<file path="src/rtl/row_scan_scheduler_pkg.sv">
// Shared definitions for the LED panel row scan scheduler: state encodings,
// default panel geometry and a small width helper.
package row_scan_scheduler_pkg;

    typedef enum logic [2:0] {
        ST_IDLE  = 3'd0,
        ST_PRIME = 3'd1,
        ST_WAIT  = 3'd2,
        ST_BLANK = 3'd3,
        ST_LATCH = 3'd4,
        ST_SHOW  = 3'd5,
        ST_DRAIN = 3'd6
    } scan_state_e;

    localparam int DEF_NUM_ROWS     = 16;
    localparam int DEF_NUM_PLANES   = 4;
    localparam int DEF_BASE_DWELL   = 256;
    localparam int DEF_BLANK_CYCLES = 8;

    // Index width that never collapses to zero bits for a count of 1.
    function automatic int idx_w(input int n);
        return (n > 1) ? $clog2(n) : 1;
    endfunction

endpackage

</file>
<file path="src/rtl/row_scan_scheduler_if.sv">
// Scheduler <-> serializer / panel bundle. master = scheduler side.
interface row_scan_scheduler_if #(
    parameter int NUM_ROWS   = row_scan_scheduler_pkg::DEF_NUM_ROWS,
    parameter int NUM_PLANES = row_scan_scheduler_pkg::DEF_NUM_PLANES
);
    localparam int ROW_W   = row_scan_scheduler_pkg::idx_w(NUM_ROWS);
    localparam int PLANE_W = row_scan_scheduler_pkg::idx_w(NUM_PLANES);

    logic                enable;
    logic                shift_start;
    logic [ROW_W-1:0]    shift_row;
    logic [PLANE_W-1:0]  shift_plane;
    logic                shift_done;
    logic                latch_enable;
    logic                output_enable_n;
    logic [NUM_ROWS-1:0] row_select_n;
    logic                frame_start;
    logic                underrun;
    logic [2:0]          state_out;

    modport master (
        input  enable, shift_done,
        output shift_start, shift_row, shift_plane, latch_enable, output_enable_n,
               row_select_n, frame_start, underrun, state_out
    );

    modport slave (
        output enable, shift_done,
        input  shift_start, shift_row, shift_plane, latch_enable, output_enable_n,
               row_select_n, frame_start, underrun, state_out
    );
endinterface

</file>
<file path="src/rtl/row_scan_scheduler_dwell_timer.sv">
// Loadable down-counter with a zero flag; times both the blanking gap and
// the per-plane display dwell. A load of N-1 gives N cycles ending on zero.
module row_scan_scheduler_dwell_timer #(
    parameter int W = 8
) (
    input  logic         clk,
    input  logic         reset,
    input  logic         load,
    input  logic [W-1:0] load_val,
    output logic         zero
);
    logic [W-1:0] count_q;

    // Load wins; otherwise count down and park at zero.
    always_ff @(posedge clk or posedge reset) begin
        if (reset)               count_q <= '0;
        else if (load)           count_q <= load_val;
        else if (count_q != '0)  count_q <= count_q - 1'b1;
    end

    assign zero = (count_q == '0);
endmodule

</file>
<file path="src/rtl/row_scan_scheduler.sv">
// LED panel row scan scheduler: orders (row, plane) shifts, blanks, latches,
// selects the row and times BCM dwell, overlapping the next shift with the
// current display. All panel/serializer outputs come straight from registers.
module row_scan_scheduler
    import row_scan_scheduler_pkg::*;
#(
    parameter int NUM_ROWS     = DEF_NUM_ROWS,
    parameter int NUM_PLANES   = DEF_NUM_PLANES,
    parameter int BASE_DWELL   = DEF_BASE_DWELL,
    parameter int BLANK_CYCLES = DEF_BLANK_CYCLES
) (
    input  logic                 clk,
    input  logic                 reset,
    row_scan_scheduler_if.master bus
);
    localparam int ROW_W   = idx_w(NUM_ROWS);
    localparam int PLANE_W = idx_w(NUM_PLANES);
    localparam int DWELL_W = $clog2(BASE_DWELL << (NUM_PLANES - 1)) + 1;
    localparam int BLANK_W = $clog2(BLANK_CYCLES) + 1;
    localparam int TMR_W   = (DWELL_W > BLANK_W) ? DWELL_W : BLANK_W;

    scan_state_e state_q, state_d;

    // ptr = next pair to shift, pend = pair shifted and awaiting latch,
    // disp = pair currently latched into the panel.
    logic [ROW_W-1:0]   ptr_row, pend_row, disp_row, nxt_row;
    logic [PLANE_W-1:0] ptr_plane, pend_plane, disp_plane, nxt_plane;

    logic shift_issued;   // SHOW entry issued a shift for the next pair
    logic done_flag;      // that shift has already completed
    logic ur_seen;        // underrun already reported for this SHOW

    logic             tmr_load, tmr_zero;
    logic [TMR_W-1:0] tmr_val;
    logic             show_entry, blank_entry;

    logic                shift_start_d, latch_d, oe_n_d, frame_start_d, underrun_d;
    logic [NUM_ROWS-1:0] row_sel_d;

    logic                shift_start_q, latch_q, oe_n_q, frame_start_q, underrun_q;
    logic [NUM_ROWS-1:0] row_sel_q;
    logic [ROW_W-1:0]    shift_row_q;
    logic [PLANE_W-1:0]  shift_plane_q;

    assign show_entry  = (state_d == ST_SHOW)  && (state_q != ST_SHOW);
    assign blank_entry = (state_d == ST_BLANK) && (state_q != ST_BLANK);
    assign tmr_load    = show_entry || blank_entry;
    assign tmr_val     = show_entry ? ((TMR_W'(BASE_DWELL) << disp_plane) - TMR_W'(1))
                                    : TMR_W'(BLANK_CYCLES - 1);

    row_scan_scheduler_dwell_timer #(.W(TMR_W)) u_dwell_timer (
        .clk      (clk),
        .reset    (reset),
        .load     (tmr_load),
        .load_val (tmr_val),
        .zero     (tmr_zero)
    );

    // State register.
    always_ff @(posedge clk or posedge reset) begin
        if (reset) state_q <= ST_IDLE;
        else       state_q <= state_d;
    end

    // Next state; shift_done only matters in WAIT and SHOW.
    always_comb begin
        state_d = state_q;
        unique case (state_q)
            ST_IDLE:  if (bus.enable) state_d = ST_PRIME;
            ST_PRIME: state_d = ST_WAIT;
            ST_WAIT:  if (bus.shift_done) state_d = ST_BLANK;
            ST_BLANK: if (tmr_zero) state_d = ST_LATCH;
            ST_LATCH: state_d = ST_SHOW;
            ST_SHOW: begin
                if (tmr_zero) begin
                    if (!shift_issued)                         state_d = ST_DRAIN;
                    else if (done_flag || bus.shift_done)      state_d = ST_BLANK;
                end
            end
            ST_DRAIN: state_d = ST_IDLE;
            default:  state_d = ST_IDLE;
        endcase
    end

    // Output next values, aligned so the registered outputs track state_q.
    always_comb begin
        shift_start_d = (state_d == ST_PRIME) || (show_entry && bus.enable);
        latch_d       = (state_d == ST_LATCH);
        oe_n_d        = (state_d != ST_SHOW);
        frame_start_d = latch_d && (pend_row == '0) && (pend_plane == '0);
        underrun_d    = (state_q == ST_SHOW) && tmr_zero && shift_issued &&
                        !done_flag && !bus.shift_done && !ur_seen;
        row_sel_d     = row_sel_q;
        if (show_entry)
            row_sel_d = ~(NUM_ROWS'(1) << disp_row);
        else if (state_d == ST_IDLE || state_d == ST_DRAIN)
            row_sel_d = '1;
    end

    // Scan order successor: plane first, then row, wrapping to (0,0).
    always_comb begin
        nxt_row   = ptr_row;
        nxt_plane = ptr_plane + 1'b1;
        if (ptr_plane == PLANE_W'(NUM_PLANES - 1)) begin
            nxt_plane = '0;
            nxt_row   = (ptr_row == ROW_W'(NUM_ROWS - 1)) ? '0 : ptr_row + 1'b1;
        end
    end

    // Pair pointers: advance on each shift, snapshot on latch, rewind on drain.
    always_ff @(posedge clk or posedge reset) begin
        if (reset) begin
            ptr_row  <= '0; ptr_plane  <= '0;
            pend_row <= '0; pend_plane <= '0;
            disp_row <= '0; disp_plane <= '0;
        end else begin
            if (shift_start_d) begin
                pend_row  <= ptr_row;
                pend_plane <= ptr_plane;
                ptr_row   <= nxt_row;
                ptr_plane <= nxt_plane;
            end else if (state_q == ST_DRAIN) begin
                ptr_row   <= '0;
                ptr_plane <= '0;
            end
            if (latch_d) begin
                disp_row   <= pend_row;
                disp_plane <= pend_plane;
            end
        end
    end

    // Per-SHOW bookkeeping, cleared on every SHOW entry.
    always_ff @(posedge clk or posedge reset) begin
        if (reset) begin
            shift_issued <= 1'b0;
            done_flag    <= 1'b0;
            ur_seen      <= 1'b0;
        end else if (show_entry) begin
            shift_issued <= bus.enable;
            done_flag    <= 1'b0;
            ur_seen      <= 1'b0;
        end else begin
            if (state_q == ST_SHOW && bus.shift_done) done_flag <= 1'b1;
            if (underrun_d)                           ur_seen   <= 1'b1;
        end
    end

    // Output registers; reset puts the panel dark with no row selected.
    always_ff @(posedge clk or posedge reset) begin
        if (reset) begin
            shift_start_q <= 1'b0;
            shift_row_q   <= '0;
            shift_plane_q <= '0;
            latch_q       <= 1'b0;
            oe_n_q        <= 1'b1;
            row_sel_q     <= '1;
            frame_start_q <= 1'b0;
            underrun_q    <= 1'b0;
        end else begin
            shift_start_q <= shift_start_d;
            if (shift_start_d) begin
                shift_row_q   <= ptr_row;
                shift_plane_q <= ptr_plane;
            end
            latch_q       <= latch_d;
            oe_n_q        <= oe_n_d;
            row_sel_q     <= row_sel_d;
            frame_start_q <= frame_start_d;
            underrun_q    <= underrun_d;
        end
    end

    assign bus.shift_start     = shift_start_q;
    assign bus.shift_row       = shift_row_q;
    assign bus.shift_plane     = shift_plane_q;
    assign bus.latch_enable    = latch_q;
    assign bus.output_enable_n = oe_n_q;
    assign bus.row_select_n    = row_sel_q;
    assign bus.frame_start     = frame_start_q;
    assign bus.underrun        = underrun_q;
    assign bus.state_out       = state_q;
endmodule
</file>
<file path="src/flat_wrapper.sv">
// flat-port wrapper written by rule: the top's interface ports become plain ports
module row_scan_scheduler_flat import row_scan_scheduler_pkg::*;
#(
    parameter int NUM_ROWS     = DEF_NUM_ROWS,
    parameter int NUM_PLANES   = DEF_NUM_PLANES,
    parameter int BASE_DWELL   = DEF_BASE_DWELL,
    parameter int BLANK_CYCLES = DEF_BLANK_CYCLES
)
  (clk, reset, bus_enable, bus_shift_done, bus_shift_start, bus_shift_row, bus_shift_plane, bus_latch_enable, bus_output_enable_n, bus_row_select_n, bus_frame_start, bus_underrun, bus_state_out);
  row_scan_scheduler_if #(.NUM_ROWS(NUM_ROWS), .NUM_PLANES(NUM_PLANES)) bus_i ();
  input  logic clk;
  input  logic reset;
  input wire logic [$bits(bus_i.enable)-1:0] bus_enable;
  input wire logic [$bits(bus_i.shift_done)-1:0] bus_shift_done;
  output wire logic [$bits(bus_i.shift_start)-1:0] bus_shift_start;
  output wire logic [$bits(bus_i.shift_row)-1:0] bus_shift_row;
  output wire logic [$bits(bus_i.shift_plane)-1:0] bus_shift_plane;
  output wire logic [$bits(bus_i.latch_enable)-1:0] bus_latch_enable;
  output wire logic [$bits(bus_i.output_enable_n)-1:0] bus_output_enable_n;
  output wire logic [$bits(bus_i.row_select_n)-1:0] bus_row_select_n;
  output wire logic [$bits(bus_i.frame_start)-1:0] bus_frame_start;
  output wire logic [$bits(bus_i.underrun)-1:0] bus_underrun;
  output wire logic [$bits(bus_i.state_out)-1:0] bus_state_out;
  assign bus_i.enable = bus_enable;
  assign bus_i.shift_done = bus_shift_done;
  assign bus_shift_start = bus_i.shift_start;
  assign bus_shift_row = bus_i.shift_row;
  assign bus_shift_plane = bus_i.shift_plane;
  assign bus_latch_enable = bus_i.latch_enable;
  assign bus_output_enable_n = bus_i.output_enable_n;
  assign bus_row_select_n = bus_i.row_select_n;
  assign bus_frame_start = bus_i.frame_start;
  assign bus_underrun = bus_i.underrun;
  assign bus_state_out = bus_i.state_out;
  row_scan_scheduler #(.NUM_ROWS(NUM_ROWS), .NUM_PLANES(NUM_PLANES), .BASE_DWELL(BASE_DWELL), .BLANK_CYCLES(BLANK_CYCLES)) u_core (.clk(clk), .reset(reset), .bus(bus_i));
endmodule
</file>
<file path="config.mk">
export PLATFORM = sky130hd
export DESIGN_NAME = row_scan_scheduler_flat
export DESIGN_NICKNAME = d
export VERILOG_FILES = /design/src/rtl/row_scan_scheduler_pkg.sv /design/src/rtl/row_scan_scheduler_if.sv /design/src/rtl/row_scan_scheduler_dwell_timer.sv /design/src/rtl/row_scan_scheduler.sv /design/src/flat_wrapper.sv
export SDC_FILE = /design/constraint.sdc
export NUM_CORES = 1
export LEC_CHECK = 0
export CORE_MARGIN = 8
export CORE_UTILIZATION = 30
export DETAILED_ROUTE_END_ITERATION = 6
export HOLD_SLACK_MARGIN = 0.08
export PLACE_DENSITY = 0.58
export SYNTH_ARGS = -nofsm -noshare
export SYNTH_HDL_FRONTEND = slang
export SYNTH_SLANG_ARGS = --single-unit
</file>
<file path="constraint.sdc">
create_clock -name clk -period 2.5 [get_ports clk]
set_clock_uncertainty 0.05 [all_clocks]
set_input_delay 0.5 -clock clk [delete_from_list [all_inputs] [get_ports clk]]
set_output_delay 0.5 -clock clk [all_outputs]
set_load 0.03 [all_outputs]
</file>
==> results.md, run 1 <==
- FF-to-FF setup slack: 0.42 ns
- CP endpoint kind: output port
- Slew Limit Fails: 0
- Initial antenna violation count: 0
- Final cell count without fillers: 423
- Synthesized instance count: 264
- Placer Congestion: 0.781
- IO buf count: 33
- Seq pwr share: 40.7%
- Sequential area share after synthesis: 52.2%
- Vias: 2111
- CTS tree: done
- Slew @ Worst Pin: 0.661 ns
- IO Pins: 34
- WP data arrival: 1.70 ns
- CTS sink cnt: 57
- Layout cell share with drive strength beyond 1: 23.4%
- Top_reg_cell synth: dfrtp_1
- Top-area cell type share of the netlist area: 36.1%
- Post-route clock period utilization: 90.0%
- # H-tree levels: 3
- Post_cts resized: 0
- Post-synthesis xor/xnor area fraction: 2.84%
- Setup TNS: 0 ns
- RR Endpoint: u_core.u_dwell_timer.count_q[0]
- Netlist Area Pre-Place: 0.00277 mm²
- Initial DRC Count: 70
- Cell family with the largest share of critical-path delay: buffers and inverters
- Rows: 35
- Core ar.: 0.00911 mm²
- Buf+Inv Stages, Crit Path: 1
- WL final: 6190 µm
- # DRC: 0
- FF+latch count, synth: 57
- Sw Pwr: 1.13 mW
- Number of setup violations in the final report: 0
- Hold path endpoint: u_core.bus.underrun
- DPL Wire Length: 4430 µm
- Post-CTS Hold Buffers: 0
- Synth-to-Final Area Change: 25.9%
- Critical Path Source: u_core.bus.state_out[2]
- Fin util: 38.3%
- Post-route ant nets: 0
- Cell Int Power: 2.11 mW
- FILL cells: 923
- Net Count, Synth: 271
- WHS: 0.409 ns
- Distinct cell type count after synthesis: 52
- Combinational cell fraction of total power: 30.1%
- Dpl cells: 407
- Post-CTS setup repair buffer count: 0
- Status: finished clean
- Drt via density: 4.99
- Net Sw Frac: 34.8%
- Rel. slew slack: 55.8%
- CTS buffer count: 9
- CTS root buf: clkbuf_8
- Synth area leader: dfrtp_1
- Clock group share of total power: 29.3%
- Die width: 112 µm
- Via count of the first global-routing pass: 2166
- Peak Freq: 0.445 GHz
- CP startpoint kind: register
- HP Class: register to register
- Simple logic cell fraction of the synthesized area: 20.9%
- Yosys warns: 0
- Top area cells in the synthesized netlist: dfrtp_1 36%, dfstp_2 16%, mux2_2 4.5%
- # nets final: 314
- Kind of critical path: register to output port
- RSZ-0062 raised after global routing: no
- Worst-skew pair later-pin latency: 0.34 ns
- Pre-antenna DRT Iters: 4
- Post-Synth Adder-Cell Area: 1.35%
- Overflow after GRT: 0
- GRT Total Usage: 10.6%
- Synth Area in Compound Gates: 14.3%
- LEAKAGE: 1.43 nW
- Asr flop ratio synth: 100%
- Pre-CTS setup slack: 0.367 ns
- Max_cap viols: 0
- Worst hold path depth: 1
- Critical Path RT: 1.95 ns
- Reg2reg start: u_core.u_dwell_timer.count_q[0]
- Commonest cells post-synth: 40 x dfrtp_1, 31 x nor2_1, 22 x o21ai_0
- Critical-path cell list: clkdlybuf4s50_1
- Worst-path clk slew: 0.07 ns
- Die H: 112 µm
- Largest net degree at the start of global routing: 58
- Reg2reg path depth: 7
- Delay of the slowest critical-path stage: 0.76 ns
- Hold Path Origin: u_core.ur_seen
- Mux cell area share after synthesis: 5.19%
- Peak VDD IR: 0.475 mV
- Global-route wire length before repair: 10700 µm
- Post-synth EDFFs: 0
- Mean Syn Cell Area: 10.5 µm²
- Power density over the cells: 928 mW/mm²
- Most numerous cell in the Yosys netlist: dfrtp_1
- Final worst slack: 0.250 ns
- Final hold viol count: 0
- Critical Path Fanout Max: 12
- Final min period: 2.25 ns
- Die Area: 0.0126 mm²
- Main combinational cell family by area after synthesis: simple AND/OR/NAND/NOR gates
- # diodes: 0
- DR WL/cell: 14.6 µm
- Initial Utilization: 30.4%
- Maximum buffer depth of the clock tree: 2
- CP max stage cell: clkdlybuf4s50_1
==> through the flow <==
stage | cell area (µm²) | total power [mW]
floorplan | 2770 | 2.04
finish | 3490 | 3.24
CTS | 3490 | 3.28
global route | 3490 | 3.46
detailed placement | 3270 | 2.31
global placement | 3270 | 2.29
==> how the worst max path moves through the flow <==
stage / endpoint / slack [ns] / depth (start not counted)
final: bus_state_out[2] / 0.25 / 1
after global placement: u_core.ptr_row[3] / 0.41 / 5
after floorplan: u_core.u_dwell_timer.count_q[1] / 0.53 / 7
after detailed placement: u_core.ptr_row[3] / 0.37 / 5
after CTS: bus_state_out[2] / 0.22 / 1
after global routing: bus_state_out[2] / 0.17 / 1
==> sequential cells by signal, indices dropped and copies added (netlist names), 2 cells and up <==
register                      flops
u_core.pend_plane                 2
u_core.bus.row_select_n          16
u_core.bus.state_out              3
u_core.disp_row                   4
u_core.pend_row                   4
u_core.ptr_row                    4
u_core.u_dwell_timer.count_q     12
u_core.disp_plane                 2
u_core.ptr_plane                  2
==> power by group through the flow <==
stage | combinational, mW | clock (mW) | sequential (mW)
2_1_floorplan | 0.690 | 0 | 1.35
3_3_place_gp | 0.966 | 0 | 1.33
3_5_place_dp | 0.981 | 0 | 1.33
4_1_cts | 0.986 | 0.976 | 1.32
5_1_grt | 1.08 | 1.03 | 1.35
6_report | 0.975 | 0.948 | 1.32
==> cell type report <==
type	count	area (µm²)	share of cell area, %
Clock buffer	9	124	3.55
Clock inverter	7	93.8	2.69
Inverter	7	26.3	0.752
Multi-Input combinational cell	188	1240	35.4
Sequential cell	57	1450	41.5
Tap cell	111	139	3.98
Timing Repair Buffer	44	425	12.2
==> layer usage <==
| metal | vias to the layer above | global-route usage, % | routed length, µm |
|---|---|---|---|
| li1 | 1035 | - | - |
| met1 | 1022 | 12.7 | 2870 |
| met2 | 43 | 16.9 | 2900 |
| met3 | 11 | 3.06 | 279 |
| met4 | 0 | 6.03 | 138 |
| met5 | - | 0 | 0 |
==> cell families after synthesis <==
kind of cell    count (synthesis)
compound gates                 56
xor+xnor                        9
fa+ha+maj                       3
buf+inv                        19
flops                          57
mux                            13
simple gates                  107
==> cell usage in the layout (no fill, tap or decap), types with 2 or more instances in the layout <==
master	Yosys	final
and2_1	2	2
a32o_1	2	2
a22o_1	3	3
buf_4	0	10
xnor2_1	7	7
mux2i_1	2	2
nor4_1	15	15
dfrtp_1	40	40
clkdlybuf4s50_1	0	33
nor2_1	31	31
o21ai_0	22	22
o21ai_2	10	10
nand2_1	17	17
nand2b_1	6	6
bufinv_16	0	2
o211ai_1	2	2
nand3_1	2	2
dfstp_2	17	17
nor3_1	13	13
or4_1	3	3
inv_1	7	6
xor2_1	2	2
ha_1	3	3
nor2b_1	5	5
a21oi_1	4	4
mux2_2	11	11
clkbuf_8	0	9
(Power assumes the default switching activity.)
==> run 2, diff against run 1 <==
--- a/config.mk
+++ b/config.mk
@@ -8,8 +8,9 @@
 export CORE_MARGIN = 8
 export CORE_UTILIZATION = 30
 export DETAILED_ROUTE_END_ITERATION = 6
+export DONT_BUFFER_PORTS = 1
 export HOLD_SLACK_MARGIN = 0.08
-export PLACE_DENSITY = 0.58
+export PLACE_DENSITY = 0.54
 export SYNTH_ARGS = -nofsm -noshare
 export SYNTH_HDL_FRONTEND = slang
 export SYNTH_SLANG_ARGS = --single-unit
==> results.md, run 2 (synthesized netlist as in run 1, its figures left out) <==
- Worst-skew pair later-pin latency: 0.34 ns (about the same)
- WL final: 6180 µm (about the same)
- Kind of critical path: register to register
- Dpl cells: 371 (-8.8%)
- Largest net degree at the start of global routing: 50 (-14%)
- Layout cell share with drive strength beyond 1: 25.3% (+1.9 points)
- Initial antenna violation count: 0 (unchanged)
- Die H: 112 µm (unchanged)
- Die Area: 0.0126 mm² (unchanged)
- Maximum buffer depth of the clock tree: 2 (unchanged)
- # nets final: 279 (-11%)
- Final cell count without fillers: 388 (-8.3%)
- Most common cell after layout, fill and taps aside: dfrtp_1
- Critical Path RT: 2.67 ns (+0.72 ns)
- Max_cap viols: 0 (unchanged)
- # DRC: 0 (unchanged)
- Most Used Layer, Global Route: met2
- Setup TNS: 0 ns (unchanged)
- Post-route clock period utilization: 85.2% (-4.7 points)
- Critical Path Source: u_core.u_dwell_timer.count_q[0]
- Fin util: 34.5% (-3.9 points)
- Post-CTS Hold Buffers: 1 (+1)
- IO buf count: 0 (-100%)
- Post-route ant nets: 0 (unchanged)
- Initial DRC Count: 84 (+20%)
- Die width: 112 µm (unchanged)
- Worst-path clk slew: 0.06 ns (about the same)
- CTS tree: done
- Met1 Usage GRT: 12.7% (+0.029 points)
- Clock group share of total power: 28.2% (-1.1 points)
- RSZ-0062 raised after global routing: no
- DR WL/cell: 15.9 µm (+8.9%)
- Synth-to-Final Area Change: 13.2%
- Net Sw Frac: 35.8% (+0.97 points)
- Via count of the first global-routing pass: 2038 (-5.9%)
- GRT Total Usage: 10.6% (-0.048 points)
- FF-to-FF setup slack: 0.37 ns (-0.05 ns)
- Drt via density: 5.11 (+2.5%)
- HP Class: input pin to register
- Rel. slew slack: 56.2% (+0.40 points)
- Slew Limit Fails: 0 (unchanged)
- # H-tree levels: 3 (unchanged)
- LEAKAGE: 1.28 nW (-10%)
- Peak VDD IR: 0.251 mV (-47%)
- Global-route wire length before repair: 10600 µm (-1.4%)
- Reg2reg start: u_core.u_dwell_timer.count_q[0]
- Final min period: 2.13 ns (-0.119 ns)
- Final worst slack: 0.369 ns (+0.119 ns)
- CTS sink cnt: 57 (unchanged)
- Initial Utilization: 30.4% (unchanged)
- Pre-antenna DRT Iters: 6 (+2)
- Peak Freq: 0.469 GHz (+5.6%)
- Final hold viol count: 0 (unchanged)
- Rows: 35 (unchanged)
- IO Pins: 34 (unchanged)
- Number of setup violations in the final report: 0 (unchanged)
- FILL cells: 912 (-1.2%)
- CTS root buf: clkbuf_8
- Combinational cell fraction of total power: 27.7% (-2.4 points)
- Slew @ Worst Pin: 0.655 ns (-0.00604 ns)
- Sw Pwr: 1.11 mW (-1.3%)
- Reg2reg path depth: 6 (-1)
- CTS buffer count: 9 (unchanged)
- Pre-CTS setup slack: 0.361 ns (-0.00647 ns)
- Post_cts resized: 0 (unchanged)
- RR Endpoint: u_core.disp_row[1]
- WP data arrival: 2.30 ns (+0.60 ns)
- Vias: 1984 (-6.0%)
- CP startpoint kind: register
- DPL Wire Length: 4490 µm (+1.3%)
- Seq pwr share: 44.1% (+3.4 points)
- Critical Path Fanout Max: 8 (-4)
- Core ar.: 0.00911 mm² (unchanged)
- Routing usage on met3: 3.92% (+0.86 points)
- Power density over the cells: 991 mW/mm² (+6.8%)
- Max reg flops: 16 (unchanged)
- Placer Congestion: 0.780 (about the same)
- Setup crit end: u_core.disp_row[1]
- Cell Int Power: 2.00 mW (-5.5%)
- Highest-count cells in the layout ignoring fill and taps: 40 x dfrtp_1, 31 x nor2_1, 22 x o21ai_0, 17 x nand2_1, 17 x dfstp_2
- # diodes: 0 (unchanged)
- Post-CTS setup repair buffer count: 0 (unchanged)
- Overflow after GRT: 0 (unchanged)
- CP endpoint kind: register
- Status: finished clean
- M2 GR Usage: 16.4% (-0.48 points)
- Total power: 3.11 mW (-4.0%)
[run 2: cell types whose count changed in the layout (fill, tap and decap cells not counted)]
cell             delta
inv_6               -1
buf_4               -3
bufinv_16           -1
clkbuf_8            +2
clkinv_1            -1
dlygate4sd3_1       +1
clkdlybuf4s50_1    -33
clkbuf_1            +1
[run 2: power groups by stage]
stage          sequential [mW]  clock, mW  combinational, mW
2_1_floorplan             1.35          0              0.690
5_1_grt                   1.40      0.951              0.983
6_report                  1.37      0.878              0.860
4_1_cts                   1.37      0.903              0.869
3_3_place_gp              1.38          0              0.852
3_5_place_dp              1.38          0              0.866
[run 2: area by class of cell]
class                   count  area [µm²]  share of cell area [%]
flip-flops and latches     57        1450                    46.1
clock inverters             4        51.3                    1.63
clock buffers              12         155                    4.94
well taps                 111         139                    4.43
multi-input cells         188        1240                    39.4
inverters                   7        26.3                   0.837
repair buffers              9        82.6                    2.63
[run 2: per-layer routing]
metal	wire length [µm]	vias to the layer above	share of wire (%)
li1	-	968	-
met1	2770	978	45
met2	2930	29	47
met3	384	9	6.2
met4	105	0	1.7
met5	0	-	0
[run 2: metrics by stage]
stage	instance area (µm²)	hold slack, ns
after floorplan	2770	0.358
after global placement	2920	0.265
after detailed placement	2920	0.264
after CTS	3140	0.264
after global routing	3140	0.262
final	3140	0.272
[run 2: worst min-delay path by stage]
stage	depth (start not counted)	from	slack, ns	end
after floorplan	1	u_core.ur_seen	0.36	u_core.bus.underrun
after CTS	2	bus_shift_done	0.26	u_core.done_flag
after global routing	2	bus_shift_done	0.26	u_core.done_flag
after detailed placement	1	reset	0.26	u_core.bus.shift_start
after global placement	1	reset	0.27	u_core.bus.shift_start
final	2	bus_shift_done	0.27	u_core.done_flag
[run 2: worst max-delay path: stages, from the launching register on]
cell and delay [ns]:
dfrtp_1 0.38, inv_1 0.10, ha_1 0.19, nor3b_2 0.28
nand3_1 0.32, nor2_4 0.32, mux2_2 0.37
